$ cat src/rtl/uart_rx_fifo_pkg.sv
// uart_rx_fifo_pkg
// Shared constants and types for the UART receive FIFO slice:
//   UART_DATA_W     - byte width carried through the FIFO
//   FIFO_DEPTH_DEF  - default number of entries
//   FIFO_AW_DEF     - default address width, log2(FIFO_DEPTH_DEF)
//   Q_RST_VAL       - value of the read data register after reset
package uart_rx_fifo_pkg;

  localparam int unsigned UART_DATA_W    = 8;
  localparam int unsigned FIFO_DEPTH_DEF = 16;
  localparam int unsigned FIFO_AW_DEF    = 4;

  typedef logic [UART_DATA_W-1:0] uart_byte_t;

  localparam uart_byte_t Q_RST_VAL = '0;

endpackage

$ cat src/rtl/uart_rx_fifo_ram.sv
// uart_rx_fifo_ram
// Simple dual-port byte array: one synchronous write port, one registered
// read port. Array contents are not reset; only the read register is.
// Ports:
//   clk    in   clock
//   rst_n  in   asynchronous active-low reset (read register only)
//   we     in   write enable
//   waddr  in   write address
//   wdata  in   write data
//   re     in   read enable; rdata holds its value when low
//   raddr  in   read address
//   rdata  out  registered read data
module uart_rx_fifo_ram
  import uart_rx_fifo_pkg::*;
#(
  parameter int unsigned DEPTH = FIFO_DEPTH_DEF,
  parameter int unsigned AW    = FIFO_AW_DEF
) (
  input  logic          clk,
  input  logic          rst_n,
  input  logic          we,
  input  logic [AW-1:0] waddr,
  input  uart_byte_t    wdata,
  input  logic          re,
  input  logic [AW-1:0] raddr,
  output uart_byte_t    rdata
);

  uart_byte_t mem [DEPTH];

  always_ff @(posedge clk) begin
    if (we) begin
      mem[waddr] <= wdata;
    end
  end

  always_ff @(posedge clk or negedge rst_n) begin
    if (!rst_n) begin
      rdata <= Q_RST_VAL;
    end else if (re) begin
      rdata <= mem[raddr];
    end
  end

endmodule

$ cat src/rtl/uart_rx_fifo.sv
// uart_rx_fifo
// Byte FIFO between the UART receiver and its consumer. The receiver cannot
// be stalled, so writes arriving while full are dropped rather than blocked.
// Optional overrun reporting is enabled by defining UART_RX_FIFO_OVF_EN.
// Ports:
//   uart_clk  in   single clock shared with the receiver
//   rst_n     in   asynchronous active-low reset
//   fr_wrreq  in   one-cycle write strobe per received byte
//   rf_data   in   received byte, valid with fr_wrreq
//   rdreq     in   pop request
//   q         out  registered read data
//   q_valid   out  one-cycle pulse when q holds a newly popped byte
//   empty     out  no entries stored
//   full      out  DEPTH entries stored
//   usedw     out  entry count, 0..DEPTH
//   ovf       out  sticky overrun flag          (UART_RX_FIFO_OVF_EN only)
//   drop_cnt  out  saturating dropped-byte count (UART_RX_FIFO_OVF_EN only)
module uart_rx_fifo
  import uart_rx_fifo_pkg::*;
#(
  parameter int unsigned DEPTH = FIFO_DEPTH_DEF,
  parameter int unsigned AW    = FIFO_AW_DEF
) (
  input  logic                   uart_clk,
  input  logic                   rst_n,
  input  logic                   fr_wrreq,
  input  logic [UART_DATA_W-1:0] rf_data,
  input  logic                   rdreq,
  output logic [UART_DATA_W-1:0] q,
  output logic                   q_valid,
  output logic                   empty,
  output logic                   full,
  output logic [AW:0]            usedw
`ifdef UART_RX_FIFO_OVF_EN
  ,
  output logic                   ovf,
  output logic [7:0]             drop_cnt
`endif
);

  // Extra MSB on each pointer distinguishes full from empty.
  logic [AW:0] wp;
  logic [AW:0] rp;
  logic        wr_ok;
  logic        rd_ok;

  always_comb begin
    empty = (wp == rp);
    full  = (wp[AW-1:0] == rp[AW-1:0]) && (wp[AW] != rp[AW]);
    usedw = wp - rp;
    // Both qualifiers use pre-edge flags: a read in the same cycle never
    // frees room for a write, and a write never feeds a read.
    wr_ok = fr_wrreq && !full;
    rd_ok = rdreq && !empty;
  end

  uart_rx_fifo_ram #(
    .DEPTH (DEPTH),
    .AW    (AW)
  ) u_ram (
    .clk   (uart_clk),
    .rst_n (rst_n),
    .we    (wr_ok),
    .waddr (wp[AW-1:0]),
    .wdata (rf_data),
    .re    (rd_ok),
    .raddr (rp[AW-1:0]),
    .rdata (q)
  );

  always_ff @(posedge uart_clk or negedge rst_n) begin
    if (!rst_n) begin
      wp      <= '0;
      rp      <= '0;
      q_valid <= 1'b0;
    end else begin
      if (wr_ok) begin
        wp <= wp + 1'b1;
      end
      if (rd_ok) begin
        rp <= rp + 1'b1;
      end
      q_valid <= rd_ok;
    end
  end

`ifdef UART_RX_FIFO_OVF_EN
  always_ff @(posedge uart_clk or negedge rst_n) begin
    if (!rst_n) begin
      ovf      <= 1'b0;
      drop_cnt <= '0;
    end else if (fr_wrreq && full) begin
      ovf <= 1'b1;
      if (drop_cnt != 8'hFF) begin
        drop_cnt <= drop_cnt + 8'd1;
      end
    end
  end
`endif

endmodule

$ cat config.mk
export PLATFORM = sky130hd
export DESIGN_NAME = uart_rx_fifo
export DESIGN_NICKNAME = d
export VERILOG_FILES = /design/src/rtl/uart_rx_fifo_pkg.sv /design/src/rtl/uart_rx_fifo_ram.sv /design/src/rtl/uart_rx_fifo.sv
export SDC_FILE = /design/constraint.sdc
export NUM_CORES = 1
export LEC_CHECK = 0
export BUFFER_PORTS_ARGS = -buffer_cell sky130_fd_sc_hd__buf_2
export CAP_MARGIN = 30
export CORE_AREA = 10 10 107 109
export CTS_CLUSTER_DIAMETER = 30
export DETAILED_ROUTE_END_ITERATION = 16
export DIE_AREA = 0 0 117 119
export GPL_TIMING_DRIVEN = 0
export PLACE_DENSITY = 0.83
export SLEW_MARGIN = 20
export SYNTH_ARGS = -nofsm -noshare
export SYNTH_HDL_FRONTEND = slang
export SYNTH_SLANG_ARGS = --single-unit
$ cat constraint.sdc
create_clock -name uart_clk -period 7.7 [get_ports uart_clk]
set_clock_uncertainty 0.05 [all_clocks]
set_input_delay 1.155 -clock uart_clk [delete_from_list [all_inputs] [get_ports uart_clk]]
set_output_delay 1.155 -clock uart_clk [all_outputs]
set_load 0.02 [all_outputs]
Word level (Yosys, flattened, before mapping)
Memory sizes are Yosys's and may differ from the RTL's. A register that Yosys moved wholly into a read port is not among the register bits.
Index checks and enable logic that the tools add are counted.
{ "word_totals": {"regBits": 11, "ramBits": 128, "inputBits": 12, "out_inout_bits": 16, "mem_count": 1} }
{ "memory_table": {"columns": ["memory", "words", "width", "read_ports", "rd_clocked_by_memory_dff", "wr", "line", "text"], "rows": [
  ["u_ram.mem", 16, 8, 1, 1, 1, "uart_rx_fifo_ram.sv:29", "uart_byte_t mem [DEPTH];"]
]} }
{ "op_classes": {"addsub": 3, "n_eq_ne": 3, "muxes": 2, "reduce_logical": 6} }
{ "op_table": {"columns": ["operator", "count"], "rows": [
  ["adder 5 x 1 -> 5 bit (second input constant)", 2],
  ["== test 5 bit", 1],
  ["subtractor 5 bit", 1],
  ["== test 4 bit", 1],
  ["logical AND 1 bit", 3],
  ["zero test 1 bit", 3],
  ["two-way mux 1 bit", 2],
  ["!= test 1 bit", 1]
]} }

Depth between registers and ports, before layout
Gate-level depths: netlist (run 1).
{ "logic_depth": {"depth_word": 6, "ltp_mapped": 9, "mapped_depth_nobuf": 7} }

Hierarchy
Synthesis (run 1) repeated with hierarchy kept, for this count alone.
{ "hier_totals": {"hier_cells": 298, "hier_area_um2": 5972.0} }
{ "modules_own_cells": {"columns": ["module", "instances", "cells_per_inst", "area_per_inst_um2", "seq_area_each_um2"], "rows": [
  ["uart_rx_fifo_ram", 1, 240, 5331.4, 4043.9],
  ["uart_rx_fifo", 1, 58, 640.6, 275.3]
]} }

Least setup slack after synthesis (run 1)
No wires, ideal clock.
{ "synth_path": {"kind": "register -> output", "from": "register rp[1]", "to": "output usedw[4]", "arrival_time_ps": 1748, "required_time_ps": 6495, "path_slack_ps": 4747, "path_stages_with_launch": 8, "path_buffers": 2, "cell_sequence": "dfrtp_1 > buf_2 > buf_6 > inv_1 > fa_1 > a21o_1 > a21oi_1 > xnor2_1"} }
{ "synth_between": {"elab_chain_len": 1} }
{ "synth_lines": {"columns": ["element", "line", "text"], "rows": [
  ["from (decl)", "uart_rx_fifo.sv:43", "logic [AW:0] rp;"],
  ["from (signal assigned)", "uart_rx_fifo.sv:81", "rp <= rp + 1'b1;"],
  ["subtractor 5 bit", "uart_rx_fifo.sv:50", "usedw = wp - rp;"],
  ["to (decl)", "uart_rx_fifo.sv:33", "output logic [AW:0] usedw"]
]} }
Every way passes these cells.

Worst setup path in the final report (run 1)
Same ends and word-level chain as after synthesis.

==> tab_implementation.tex, run 1 <==
\begin{tabular}{lr}
\hline
Metric & Value \\
\hline
\multicolumn{2}{l}{\textbf{Synthesis}} \\
Multiplexer share of the synthesized area & 11.45\% \\
Count of unique library cells instantiated by Yosys & 35 \\
Post-synth EDFFs & 128 \\
Cell area after synthesis & between 5000 and 6000 um2 \\
Most frequently used cell type in the post-synthesis netlist & sky130\_fd\_sc\_hd\_\_edfxtp\_1 \\
Share of the yosys chip area belonging to registers & 72.23\% \\
Net count of the mapped netlist & $\sim$360 \\
Largest cells by area after synthesis & sky130\_fd\_sc\_hd\_\_edfxtp\_1, sky130\_fd\_sc\_hd\_\_dfrtp\_1, sky130\_fd\_sc\_hd\_\_mux4\_2, sky130\_fd\_sc\_hd\_\_mux2i\_1, sky130\_fd\_sc\_hd\_\_ha\_1 \\
Yosys warnings & 0 \\
Main combinational cell family by area after synthesis & multiplexers \\
Basic-gate share of the synthesized area counting and, or, nand and nor cells & 4.206\% \\
Predominant post-synthesis flop cell & sky130\_fd\_sc\_hd\_\_edfxtp\_1 \\
Top-area cell type share of the netlist area & 64.28\% \\
Cell taking the most area after synthesis & sky130\_fd\_sc\_hd\_\_edfxtp\_1 \\
Compound-Gate Fraction of Synth Area & roughly 4.5\% \\
XOR/XNOR share of the synthesized area & 2.030\% \\
Most numerous cell types in the synthesized netlist & sky130\_fd\_sc\_hd\_\_edfxtp\_1, sky130\_fd\_sc\_hd\_\_mux2i\_1, sky130\_fd\_sc\_hd\_\_nor2\_1, sky130\_fd\_sc\_hd\_\_dfrtp\_1, sky130\_fd\_sc\_hd\_\_o22ai\_1 \\
Number of instances in the synthesized netlist & 339 \\
Syn Area/Cell & 17.64 um2 \\
Register bit total from synthesis & 147 \\
Adder-cell area share of the yosys netlist & 2.218\% \\
Synth async-reset ratio & 12.93\% \\
\multicolumn{2}{l}{\textbf{Timing}} \\
RSZ-0062 raised after global routing & false \\
Number of endpoints with negative hold slack in the final report & 0 \\
Highest achievable clock rate & 269.4 MHz \\
Number of setup violations in the final report & 0 \\
Transition time at the pin with the least slew margin & 0.8677 ns \\
Tcrit/Tclk final & 48.21\% \\
Fin crit period & 3.712 ns \\
Number of slew-limit violations in the final report & 0 \\
Setup slack of the critical path after layout & 3.988 ns \\
Aggregate negative setup slack & 0 ns \\
Worst Hold Slack & 0.5053 ns \\
Relative slew slack & 41.83\% \\
\multicolumn{2}{l}{\textbf{Cells and area}} \\
Fraction of final layout cells sized beyond drive strength 1 & between 20\% and 30\% \\
Final-stage net count & $\sim$400 \\
Number of antenna repair diodes & 0 \\
Signed area change from the synthesized netlist to the final layout & 16.34\% \\
End-of-flow core utilization & 73.55\% \\
Fillers & around 520 \\
\multicolumn{2}{l}{\textbf{Power}} \\
Combinational cell fraction of total power & around 34\% \\
Switching share of total power & 33.11\% \\
P\_sw & slightly below 1 mW \\
Sequential share of power & 36.2\% \\
Worst IR drop on VDD & $\sim$0.00022 V \\
P per Cell Area & 417.2 nW/um2 \\
Pleak & 2.496 nW \\
Internal portion of total power & 1.941 mW \\
Power share of the clock group & 29.6\% \\
\multicolumn{2}{l}{\textbf{Worst setup path}} \\
Kind of end point of the critical path & output pin \\
Endpoint of the most critical register-to-register path & u\_ram.mem[10][3]\$\_DFFE\_PP\_ \\
Critical Path Source & rp[1]\$\_DFFE\_PN0P\_ \\
Setup slack on the worst flop-to-flop path & between 4 and 5 ns \\
Reg-to-reg critical path startpoint & rp[1]\$\_DFFE\_PN0P\_ \\
Required time of the critical path & 6.49 ns \\
Crit path kind & register to output pin \\
Setup crit end & usedw[4] \\
Cell count of the worst reg-to-reg path & 9 \\
Biggest fanout along the worst timing path & 10 \\
WP data arrival & 2.51 ns \\
Startpoint types & register \\
\multicolumn{2}{l}{\textbf{Clock network}} \\
Master cell of the clock root buffer & sky130\_fd\_sc\_hd\_\_clkbuf\_8 \\
Clock latency reported for the late side of the worst-skew pair & 0.53 ns \\
Number of buffers on the longest clock path & 2 \\
Hold buffer count at CTS & 0 \\
Total of cells resized after clock tree synthesis & 0 \\
Clock buffers created by TritonCTS & 17 \\
Total number of clock tree sinks & roughly 150 \\
H-tree depth & 4 \\
Number of post-CTS setup repair buffers & 0 \\
TritonCTS clock tree & yes \\
Clock transition at the registers of the reported paths & 0.06 ns \\
\multicolumn{2}{l}{\textbf{Route}} \\
Post-route DRC & 0 \\
Mean number of vias per cell & $\sim$6.3 \\
Drt total wl & 12.61 mm \\
DR WL/cell & 24.45 um \\
Via Count & 3271 \\
Starting DRC count in detailed routing & about 330 \\
Number of routed nets with antenna violations & 0 \\
Detailed Routing Iterations Pass 1 & 5 \\
\multicolumn{2}{l}{\textbf{GRT}} \\
Number of antenna violations at the first check in global routing & 0 \\
First-pass GRT wire length & 19.71 mm \\
Global route overflow & 0 \\
Maximum number of pins on one net before global-route repair & 20 \\
Vias in the first global route & $\sim$3400 \\
Total global routing track utilization & 19.37\% \\
\multicolumn{2}{l}{\textbf{Floorplanning}} \\
Chip Width & 117 um \\
Top-level I/O count & 28 \\
Vertical die dimension & 119 um \\
Total Die Area & 13920 um2 \\
Core outline area & 9459 um2 \\
Effective utilization at floorplan & a little over three fifths \\
Count of standard-cell rows & 36 \\
\multicolumn{2}{l}{\textbf{Run}} \\
Max Cap Viol & 0 \\
\multicolumn{2}{l}{\textbf{Placement}} \\
Setup Slack @ Placement & 4.552 ns \\
Count of buffers from port buffering & 27 \\
Post-DP HPWL & about 8 mm \\
Final weighted congestion in routability-driven placement & 0.8324 \\
\multicolumn{2}{l}{\textbf{Worst hold path}} \\
Worst hold path class & register to register \\
\multicolumn{2}{l}{\textbf{Run status}} \\
Status & finished, final reports clean \\
\hline
\end{tabular}
[layer usage]
metal	global-route usage, %	routed length, um	vias up
met2	29.72	6172	168
met5	0	0	-
met4	9.737	361	0
met1	24.42	5041	1642
li1	-	-	1432
met3	5.873	1039	29
[placed cells by master (no fill, tap or decap), types with 7 or more instances in the layout]
cell | Yosys | layout
sky130_fd_sc_hd__a31oi_1 | 8 | 8
sky130_fd_sc_hd__nor2_1 | 24 | 24
sky130_fd_sc_hd__o22ai_1 | 16 | 16
sky130_fd_sc_hd__clkbuf_16 | 0 | 16
sky130_fd_sc_hd__clkbuf_8 | 2 | 7
sky130_fd_sc_hd__edfxtp_1 | 128 | 128
sky130_fd_sc_hd__inv_1 | 12 | 12
sky130_fd_sc_hd__dfrtp_1 | 19 | 19
sky130_fd_sc_hd__ha_1 | 9 | 9
sky130_fd_sc_hd__buf_2 | 3 | 31
sky130_fd_sc_hd__mux2i_1 | 32 | 32
sky130_fd_sc_hd__a22oi_1 | 8 | 8
sky130_fd_sc_hd__buf_6 | 7 | 7
sky130_fd_sc_hd__xnor2_1 | 9 | 9
sky130_fd_sc_hd__mux4_2 | 15 | 15
[how the worst min path moves through the flow]
stage,startpoint,end,depth (start not counted)
after floorplan,wp[4]$_DFFE_PN0P_,wp[4]$_DFFE_PN0P_,1
after global placement,u_ram.rdata[7]$_DFFE_PN0P_,u_ram.rdata[7]$_DFFE_PN0P_,2
after detailed placement,u_ram.rdata[6]$_DFFE_PN0P_,u_ram.rdata[6]$_DFFE_PN0P_,2
after CTS,rst_n,rp[4]$_DFFE_PN0P_,1
after global routing,rst_n,q_valid$_DFF_PN0_,1
final,u_ram.rdata[0]$_DFFE_PN0P_,u_ram.rdata[0]$_DFFE_PN0P_,2
[power groups by stage]
stage                     Clock [mW]  Sequential (mW)  Combinational [mW]
after floorplan                    0             1.08               0.676
after global placement             0             1.06               0.930
after detailed placement           0             1.06               0.978
after CTS                      0.865             1.05               0.997
after global routing           0.898             1.06                1.08
final                          0.858             1.05               0.993
[layout make-up]
| class | instances | area (um2) | area share (%) |
|---|---|---|---|
| Sequential cell | 147 | 4319 | 62.09 |
| Multi-Input combinational cell | 163 | 1505 | 21.64 |
| Clock buffer | 23 | 476.7 | 6.853 |
| Inverter | 12 | 45.04 | 0.6475 |
| Clock inverter | 9 | 150.1 | 2.158 |
| Tap cell | 114 | 142.6 | 2.050 |
| Buffer | 17 | 155.1 | 2.230 |
| Timing Repair Buffer | 31 | 162.7 | 2.338 |
[logic make-up (layout without fill, tap and decap cells)]
group | Yosys count | count (layout)
buf+inv | 29 | 92
xor+xnor | 13 | 13
mux | 48 | 48
compound gates | 41 | 41
flops | 147 | 147
fa+ha+maj | 10 | 10
simple gates | 51 | 51
[sequential cells by signal, indices dropped and copies added, names as in the netlist]
register and count:
q_valid 1, rp 5, u_ram.mem 128, u_ram.rdata 8, wp 5
[per-stage QoR]
step / std cells / total power [mW] / cell area (um2)
2_1_floorplan: 339 / 1.751 / 5979
3_3_place_gp: 480 / 1.987 / 6257
3_5_place_dp: 484 / 2.043 / 6330
4_1_cts: 516 / 2.914 / 6957
5_1_grt: 516 / 3.039 / 6957
6_report: 516 / 2.903 / 6957
[critical path, cell delays in order, from the launching register on]
cell                      delay (ns)
sky130_fd_sc_hd__dfrtp_1        0.35
sky130_fd_sc_hd__buf_2          0.17
sky130_fd_sc_hd__buf_6          0.20
sky130_fd_sc_hd__inv_1          0.12
sky130_fd_sc_hd__fa_1           0.46
sky130_fd_sc_hd__a21o_1         0.19
sky130_fd_sc_hd__a21oi_1        0.16
sky130_fd_sc_hd__xnor2_1        0.13
sky130_fd_sc_hd__buf_2          0.18
Note: power is estimated with default switching activity, not from simulation.
==> run 2: changes to the inputs <==
Settings changed: CORE_AREA 10 10 107 109 to 10 10 116 118, DIE_AREA 0 0 117 119 to 0 0 126 128, PLACE_DENSITY 0.83 to 0.74.
Clock period 7.7 ns to 3.2 ns, I/O delays scaled along.
==> run 2 against run 1 <==
Sequential cell count is the same. Final area shrank 0.18%. Count of clock-buffer cells in the layout shrank 3. Worst setup slack lost 3.8 ns. Global-route usage shrank 3.6 points. Non-clock buffer count grew 1. Wire length shrank 2.0%. Critical path type is now register to register. Critical endpoint is now u_ram.mem[13][7]$_DFFE_PP_.
==> tab_implementation.tex, run 2 (synthesis results as in run 1) <==
\begin{tabular}{lr}
\hline
Metric & Value \\
\hline
\multicolumn{2}{l}{\textbf{Clock network}} \\
TritonCTS clock tree & yes \\
Clock latency reported for the late side of the worst-skew pair & 0.42 ns (-0.11 ns) \\
Number of post-CTS setup repair buffers & 0 (unchanged) \\
Hold buffer count at CTS & 1 (+1) \\
Number of buffers on the longest clock path & 2 (unchanged) \\
Clock transition at the registers of the reported paths & 0.06 ns (about the same) \\
H-tree depth & 4 (unchanged) \\
Total of cells resized after clock tree synthesis & 0 (unchanged) \\
Master cell of the clock root buffer & sky130\_fd\_sc\_hd\_\_clkbuf\_16 \\
Clock buffers created by TritonCTS & 17 (unchanged) \\
Total number of clock tree sinks & 147 (unchanged) \\
\multicolumn{2}{l}{\textbf{Worst hold path}} \\
Worst hold path class & input port to register \\
Beginning of the worst hold path & rf\_data[7] \\
\multicolumn{2}{l}{\textbf{Route}} \\
Met1 Wirelength & 5.263 mm (+4.4\%) \\
Top layer reached by signal wires & met4 \\
Detailed route wirelength on metal2 & 6.153 mm (-0.31\%) \\
Starting DRC count in detailed routing & 304 (-7.0\%) \\
Post-route DRC & 0 (unchanged) \\
Detailed Routing Iterations Pass 1 & 5 (unchanged) \\
DR WL/cell & 22.68 um (-7.2\%) \\
Via Count & 3251 (-0.61\%) \\
Mean number of vias per cell & 5.965 (-5.9\%) \\
Drt total wl & 12.36 mm (-2.0\%) \\
Number of routed nets with antenna violations & 0 (unchanged) \\
Length of routed met3 wiring & 797 um (-23\%) \\
\multicolumn{2}{l}{\textbf{Cells and area}} \\
Fraction of final layout cells sized beyond drive strength 1 & 24.88\% (-0.25 points) \\
Number of antenna repair diodes & 0 (unchanged) \\
Max FFs per register & 128 (unchanged) \\
Most common cell after layout, fill and taps aside & sky130\_fd\_sc\_hd\_\_edfxtp\_1 \\
Signed area change from the synthesized netlist to the final layout & 16.13\% \\
Fillers & 802 (+53\%) \\
Largest register by flop count & u\_ram.mem \\
Commonest cells after routing, fill and taps aside & sky130\_fd\_sc\_hd\_\_edfxtp\_1, sky130\_fd\_sc\_hd\_\_mux2i\_1, sky130\_fd\_sc\_hd\_\_buf\_2, sky130\_fd\_sc\_hd\_\_nor2\_1, sky130\_fd\_sc\_hd\_\_dfrtp\_1 \\
Final-stage net count & 412 (+0.24\%) \\
End-of-flow core utilization & 61.87\% (-12 points) \\
Top Registers & u\_ram.mem (128), u\_ram.rdata (8) \\
\multicolumn{2}{l}{\textbf{Worst setup path}} \\
Startpoint types & register \\
Cell at the slowest stage of the critical path & sky130\_fd\_sc\_hd\_\_nor2\_1 \\
Required time of the critical path & 3.18 ns (-3.31 ns) \\
Critical path's largest stage delay & 0.78 ns (+0.32 ns) \\
CP dominant cell by count & sky130\_fd\_sc\_hd\_\_buf\_6 \\
List of cells traversed by the critical path & buf\_2 -> buf\_6 -> inv\_1 -> ha\_1 -> nand4\_1 -> o21a\_1 -> buf\_6 -> nand3\_1 -> nor2\_1 \\
Crit path kind & register to register \\
WP data arrival & 2.99 ns (+0.48 ns) \\
Critical Path Source & rp[1]\$\_DFFE\_PN0P\_ \\
Kind of end point of the critical path & register \\
Reg-to-reg critical path startpoint & rp[1]\$\_DFFE\_PN0P\_ \\
Biggest fanout along the worst timing path & 10 (unchanged) \\
\multicolumn{2}{l}{\textbf{GRT}} \\
Vias in the first global route & 3317 (-3.0\%) \\
Global route overflow & 0 (unchanged) \\
First-pass GRT wire length & 19.24 mm (-2.4\%) \\
Maximum number of pins on one net before global-route repair & 20 (unchanged) \\
Number of antenna violations at the first check in global routing & 0 (unchanged) \\
Total global routing track utilization & 15.79\% (-3.6 points) \\
\multicolumn{2}{l}{\textbf{Floorplanning}} \\
Top-level I/O count & 28 (unchanged) \\
Chip Width & 126 um (+7.7\%) \\
Total Die Area & 16130 um2 (+16\%) \\
Effective utilization at floorplan & 53.28\% (-9.9 points) \\
Count of standard-cell rows & 39 (+8.3\%) \\
Core outline area & 11220 um2 (+19\%) \\
Vertical die dimension & 128 um (+7.6\%) \\
\multicolumn{2}{l}{\textbf{Placement}} \\
Count of buffers from port buffering & 27 (unchanged) \\
Final weighted congestion in routability-driven placement & 0.7956 (-4.4\%) \\
Post-DP HPWL & 7.844 mm (-1.6\%) \\
\multicolumn{2}{l}{\textbf{Power}} \\
Sequential share of power & 37.3\% (+1.1 points) \\
P\_sw & 2.316 mW (+140\%) \\
Pleak & 2.478 nW (-0.73\%) \\
Internal portion of total power & 4.476 mW (+130\%) \\
Worst IR drop on VDD & 0.0008073 V (+280\%) \\
P per Cell Area & 978.1 nW/um2 (+130\%) \\
Combinational cell fraction of total power & 34.5\% (+0.3 points) \\
Power share of the clock group & 28.1\% (-1.5 points) \\
Switching share of total power & 34.09\% (+0.98 points) \\
\multicolumn{2}{l}{\textbf{Timing}} \\
Tcrit/Tclk final & 93.96\% \\
Number of slew-limit violations in the final report & 0 (unchanged) \\
Highest achievable clock rate & 332.6 MHz \\
Fin crit period & 3.007 ns \\
Worst Hold Slack & 0.3881 ns (-0.1171 ns) \\
Number of endpoints with negative hold slack in the final report & 0 (unchanged) \\
RSZ-0062 raised after global routing & false \\
Transition time at the pin with the least slew margin & 0.9680 ns (+0.1002 ns) \\
Relative slew slack & 35.23\% (-6.6 points) \\
Number of setup violations in the final report & 0 (unchanged) \\
\multicolumn{2}{l}{\textbf{Run}} \\
Max Cap Viol & 0 (unchanged) \\
\multicolumn{2}{l}{\textbf{Run status}} \\
Status & finished, final reports clean \\
\hline
\end{tabular}
-- run 2: cell count changes in the layout (fill, tap and decap cells not counted), sizes merged --
cell,previous run,this run
inv,12,16
clkbuf,28,25
bufinv,4,2
clkinv,2,4
clkinvlp,3,1
dlygate4sd3,0,1
-- run 2: power groups by stage --
stage / logic, mW / clock network (mW) / registers, mW
2_1_floorplan: 1.63 / 0 / 2.59
3_3_place_gp: 2.24 / 0 / 2.56
3_5_place_dp: 2.34 / 0 / 2.57
4_1_cts: 2.36 / 1.92 / 2.54
5_1_grt: 2.56 / 2.01 / 2.56
6_report: 2.34 / 1.91 / 2.54
-- run 2: path summary, 6_finish.rpt --
| kind | endpoint | slack (ns) | cells after the start |
|---|---|---|---|
| max | u_ram.mem[13][7]$_DFFE_PP_ | 0.19 | 9 |
| min | u_ram.mem[3][7]$_DFFE_PP_ | 0.39 | 1 |
| max reg2reg | u_ram.mem[13][7]$_DFFE_PP_ | 0.19 | 9 |
| min reg2reg | u_ram.rdata[0]$_DFFE_PN0P_ | 0.50 | 2 |
| max in group asynchronous | rp[3]$_DFFE_PN0P_ | 2.28 | 2 |
| min in group asynchronous | wp[0]$_DFFE_PN0P_ | 0.50 | 2 |
-- run 2: cell type report --
| class | count | area, um2 | share of cell area [%] |
|---|---|---|---|
| inverters | 12 | 45.04 | 0.6486 |
| clock inverters | 11 | 128.9 | 1.856 |
| repair buffers | 32 | 175.2 | 2.523 |
| well taps | 143 | 178.9 | 2.577 |
| flip-flops and latches | 147 | 4319 | 62.20 |
| plain buffers | 17 | 155.1 | 2.234 |
| clock buffers | 20 | 436.7 | 6.288 |
| multi-input cells | 163 | 1505 | 21.68 |
-- run 2: worst max-delay path: cells and delay by family (launching register included) --
family / cells / cell delay, ns
and+or+nand+nor: 3 / 1.10
buffers and inverters: 4 / 0.64
DFF: 1 / 0.35
adders and majority gates: 1 / 0.33
AOI/OAI and AO/OA: 1 / 0.17
-- run 2: layer usage --
metal / global-route usage [%] / vias up
li1: - / 1434
met3: 4.342 / 17
met1: 19.99 / 1680
met5: 0 / -
met2: 25.77 / 120
met4: 5.224 / 0
-- run 2: through the flow --
stage	TNS, ns	area [um2]	power [mW]	std cells	setup slack (ns)
after global placement	-11.66	6294	4.799	509	-0.3112
final	0	6944	6.792	545	0.1933
after detailed placement	0	6369	4.912	513	0.2336
after floorplan	0	5979	4.213	339	0.6176
after global routing	0	6944	7.128	545	0.03365
after CTS	0	6944	6.819	545	0.2090
==> run 3: changes to the inputs <==
Settings changed: CORE_AREA 10 10 116 118 to 10 10 107 109, DIE_AREA 0 0 126 128 to 0 0 117 119, PLACE_DENSITY 0.74 to 0.83.
Clock period 3.2 ns to 3.8 ns, I/O delays scaled along.
==> run 3 against run 2 <==
Count of clock-buffer cells in the layout grew 3. Utilization grew 12 points. Total power shrank 13%. Largest cell class unchanged. Largest power group unchanged.
==> tab_implementation.tex, run 3 (synthesis results as in run 1) <==
\begin{tabular}{lr}
\hline
Metric & Value \\
\hline
\multicolumn{2}{l}{\textbf{Cells and area}} \\
Most common cell after layout, fill and taps aside & sky130\_fd\_sc\_hd\_\_edfxtp\_1 \\
Final-stage net count & 412 (unchanged) \\
Non-filler cells in the finished layout & 517 (-5.1\%) \\
Max FFs per register & 128 (unchanged) \\
Fraction of final layout cells sized beyond drive strength 1 & 25.06\% (+0.19 points) \\
Top Registers & u\_ram.mem (128), u\_ram.rdata (8) \\
Commonest cells after routing, fill and taps aside & sky130\_fd\_sc\_hd\_\_edfxtp\_1, sky130\_fd\_sc\_hd\_\_mux2i\_1, sky130\_fd\_sc\_hd\_\_buf\_2, sky130\_fd\_sc\_hd\_\_nor2\_1, sky130\_fd\_sc\_hd\_\_dfrtp\_1 \\
Number of antenna repair diodes & 0 (unchanged) \\
Largest register by flop count & u\_ram.mem \\
End-of-flow core utilization & 73.65\% (+12 points) \\
Signed area change from the synthesized netlist to the final layout & 16.51\% \\
\multicolumn{2}{l}{\textbf{Placement}} \\
Count of buffers from port buffering & 27 (unchanged) \\
Placed Instances & 484 (-5.7\%) \\
Post-DP HPWL & 7.968 mm (+1.6\%) \\
Final weighted congestion in routability-driven placement & 0.8324 (+4.6\%) \\
\multicolumn{2}{l}{\textbf{Route}} \\
DR WL/cell & 24.53 um (+8.1\%) \\
Drt total wl & 12.68 mm (+2.6\%) \\
Starting DRC count in detailed routing & 299 (-1.6\%) \\
Length of routed met3 wiring & 980 um (+23\%) \\
Post-route DRC & 0 (unchanged) \\
Met1 Wirelength & 5.129 mm (-2.5\%) \\
Mean number of vias per cell & 6.329 (+6.1\%) \\
Via Count & 3272 (+0.65\%) \\
Top layer reached by signal wires & met4 \\
Number of routed nets with antenna violations & 0 (unchanged) \\
Detailed Routing Iterations Pass 1 & 5 (unchanged) \\
Detailed route wirelength on metal2 & 6.225 mm (+1.2\%) \\
\multicolumn{2}{l}{\textbf{Worst hold path}} \\
Worst hold path class & input port to register \\
Beginning of the worst hold path & rf\_data[2] \\
Count of cells along the worst hold path & 1 (unchanged) \\
\multicolumn{2}{l}{\textbf{Power}} \\
Pleak & 2.500 nW (+0.90\%) \\
Post-layout power & 5.890 mW (-13\%) \\
P per Cell Area & 845.5 nW/um2 (-14\%) \\
Worst IR drop on VDD & 0.0005064 V (-37\%) \\
\multicolumn{2}{l}{\textbf{Worst setup path}} \\
Required time of the critical path & 3.18 ns (about the same) \\
Crit path kind & register to output pin \\
CP dominant cell by count & sky130\_fd\_sc\_hd\_\_buf\_2 \\
Biggest fanout along the worst timing path & 10 (unchanged) \\
Cell at the slowest stage of the critical path & sky130\_fd\_sc\_hd\_\_fa\_1 \\
Startpoint types & register \\
Cell count of the worst reg-to-reg path & 9 (unchanged) \\
Critical path's largest stage delay & 0.46 ns (-0.32 ns) \\
WP data arrival & 2.52 ns (-0.47 ns) \\
Critical Path Source & rp[1]\$\_DFFE\_PN0P\_ \\
Kind of end point of the critical path & output pin \\
Setup slack on the worst flop-to-flop path & 0.81 ns (+0.62 ns) \\
Reg-to-reg critical path startpoint & rp[1]\$\_DFFE\_PN0P\_ \\
List of cells traversed by the critical path & buf\_2 -> buf\_6 -> inv\_1 -> fa\_1 -> a21o\_1 -> a21oi\_1 -> xnor2\_1 -> buf\_2 \\
\multicolumn{2}{l}{\textbf{Timing}} \\
Number of slew-limit violations in the final report & 0 (unchanged) \\
Highest achievable clock rate & 318.5 MHz \\
Tcrit/Tclk final & 82.62\% \\
Fin crit period & 3.139 ns \\
Aggregate negative setup slack & 0 ns (unchanged) \\
Relative slew slack & 41.94\% (+6.7 points) \\
Number of setup violations in the final report & 0 (unchanged) \\
Transition time at the pin with the least slew margin & 0.8661 ns (-0.1019 ns) \\
RSZ-0062 raised after global routing & false \\
Number of endpoints with negative hold slack in the final report & 0 (unchanged) \\
\multicolumn{2}{l}{\textbf{Run}} \\
Max Cap Viol & 0 (unchanged) \\
\multicolumn{2}{l}{\textbf{Clock network}} \\
Total number of clock tree sinks & 147 (unchanged) \\
H-tree depth & 4 (unchanged) \\
Number of post-CTS setup repair buffers & 0 (unchanged) \\
Clock latency reported for the late side of the worst-skew pair & 0.53 ns (+0.11 ns) \\
Master cell of the clock root buffer & sky130\_fd\_sc\_hd\_\_clkbuf\_8 \\
Number of buffers on the longest clock path & 2 (unchanged) \\
Clock buffers created by TritonCTS & 17 (unchanged) \\
Total of cells resized after clock tree synthesis & 0 (unchanged) \\
Clock transition at the registers of the reported paths & 0.06 ns (about the same) \\
TritonCTS clock tree & yes \\
\multicolumn{2}{l}{\textbf{GRT}} \\
Maximum number of pins on one net before global-route repair & 20 (unchanged) \\
Number of antenna violations at the first check in global routing & 0 (unchanged) \\
Vias in the first global route & 3427 (+3.3\%) \\
Total global routing track utilization & 19.40\% (+3.6 points) \\
First-pass GRT wire length & 19.75 mm (+2.6\%) \\
Global route overflow & 0 (unchanged) \\
\multicolumn{2}{l}{\textbf{Floorplanning}} \\
Total Die Area & 13920 um2 (-14\%) \\
Count of standard-cell rows & 36 (-7.7\%) \\
Core outline area & 9459 um2 (-16\%) \\
Chip Width & 117 um (-7.1\%) \\
Effective utilization at floorplan & 63.21\% (+9.9 points) \\
Vertical die dimension & 119 um (-7.0\%) \\
Top-level I/O count & 28 (unchanged) \\
\multicolumn{2}{l}{\textbf{Run status}} \\
Status & finished, final reports clean \\
\hline
\end{tabular}
==> run 3: cell count changes in the layout (fill, tap and decap cells not counted), sizes merged <==
cell      previous run  this run
clkinvlp             1         3
inv                 16        12
clkinv               4         2
clkbuf              25        28
bufinv               2         4
==> run 3: per-layer routing <==
layer / GRT usage, % / vias to the layer above
met3: 5.873 / 26
met1: 24.45 / 1646
met5: 0 / -
li1: - / 1435
met4: 9.737 / 0
met2: 29.79 / 165
==> run 3: through the flow <==
stage          setup WS, ns  area, um2  hold WS [ns]
2_1_floorplan         1.218       5979        0.2244
3_3_place_gp         0.3841       6257        0.4853
3_5_place_dp         0.8934       6330        0.4885
4_1_cts              0.6515       6967        0.3681
5_1_grt              0.4973       6967        0.3781
6_report             0.6606       6967        0.3896
==> run 3: path summary, 6_finish.rpt <==
kind | end
min in group asynchronous | u_ram.rdata[6]$_DFFE_PN0P_
max in group asynchronous | wp[1]$_DFFE_PN0P_
hold / removal | u_ram.mem[15][2]$_DFFE_PP_
setup reg to reg | u_ram.mem[10][3]$_DFFE_PP_
hold reg to reg | u_ram.rdata[0]$_DFFE_PN0P_
setup / recovery | usedw[4]
==> run 3: area by class of cell <==
| class | count | area, um2 |
|---|---|---|
| clock buffers | 23 | 476.7 |
| clock inverters | 9 | 150.1 |
| multi-input cells | 163 | 1505 |
| repair buffers | 32 | 172.7 |
| plain buffers | 17 | 155.1 |
| flip-flops and latches | 147 | 4319 |
| fillers | 522 | 2492 |
| inverters | 12 | 45.04 |
| well taps | 114 | 142.6 |
==> run 3: worst max-delay path: cells and delay by family (launching register included) <==
kind                     cells  cell delay [ns]
buffers and inverters        4             0.67
adder cells (fa/ha/maj)      1             0.46
flip-flops                   1             0.35
AO/OA/AOI/OAI                2             0.35
XOR/XNOR                     1             0.13
==> run 3: power by group <==
group	internal (mW)	leakage [nW]	total (mW)	switching (mW)
registers	2.01	1.38	2.13	0.126
logic	0.799	0.827	2.02	1.22
clock network	1.13	0.296	1.74	0.608
==> run 3: timing repair <==
action / in CTS / in global routing
hold buffers: 1 / 0
hold endpoints to repair: 19 / 0
endpoints found under the setup margin: 0 / 0
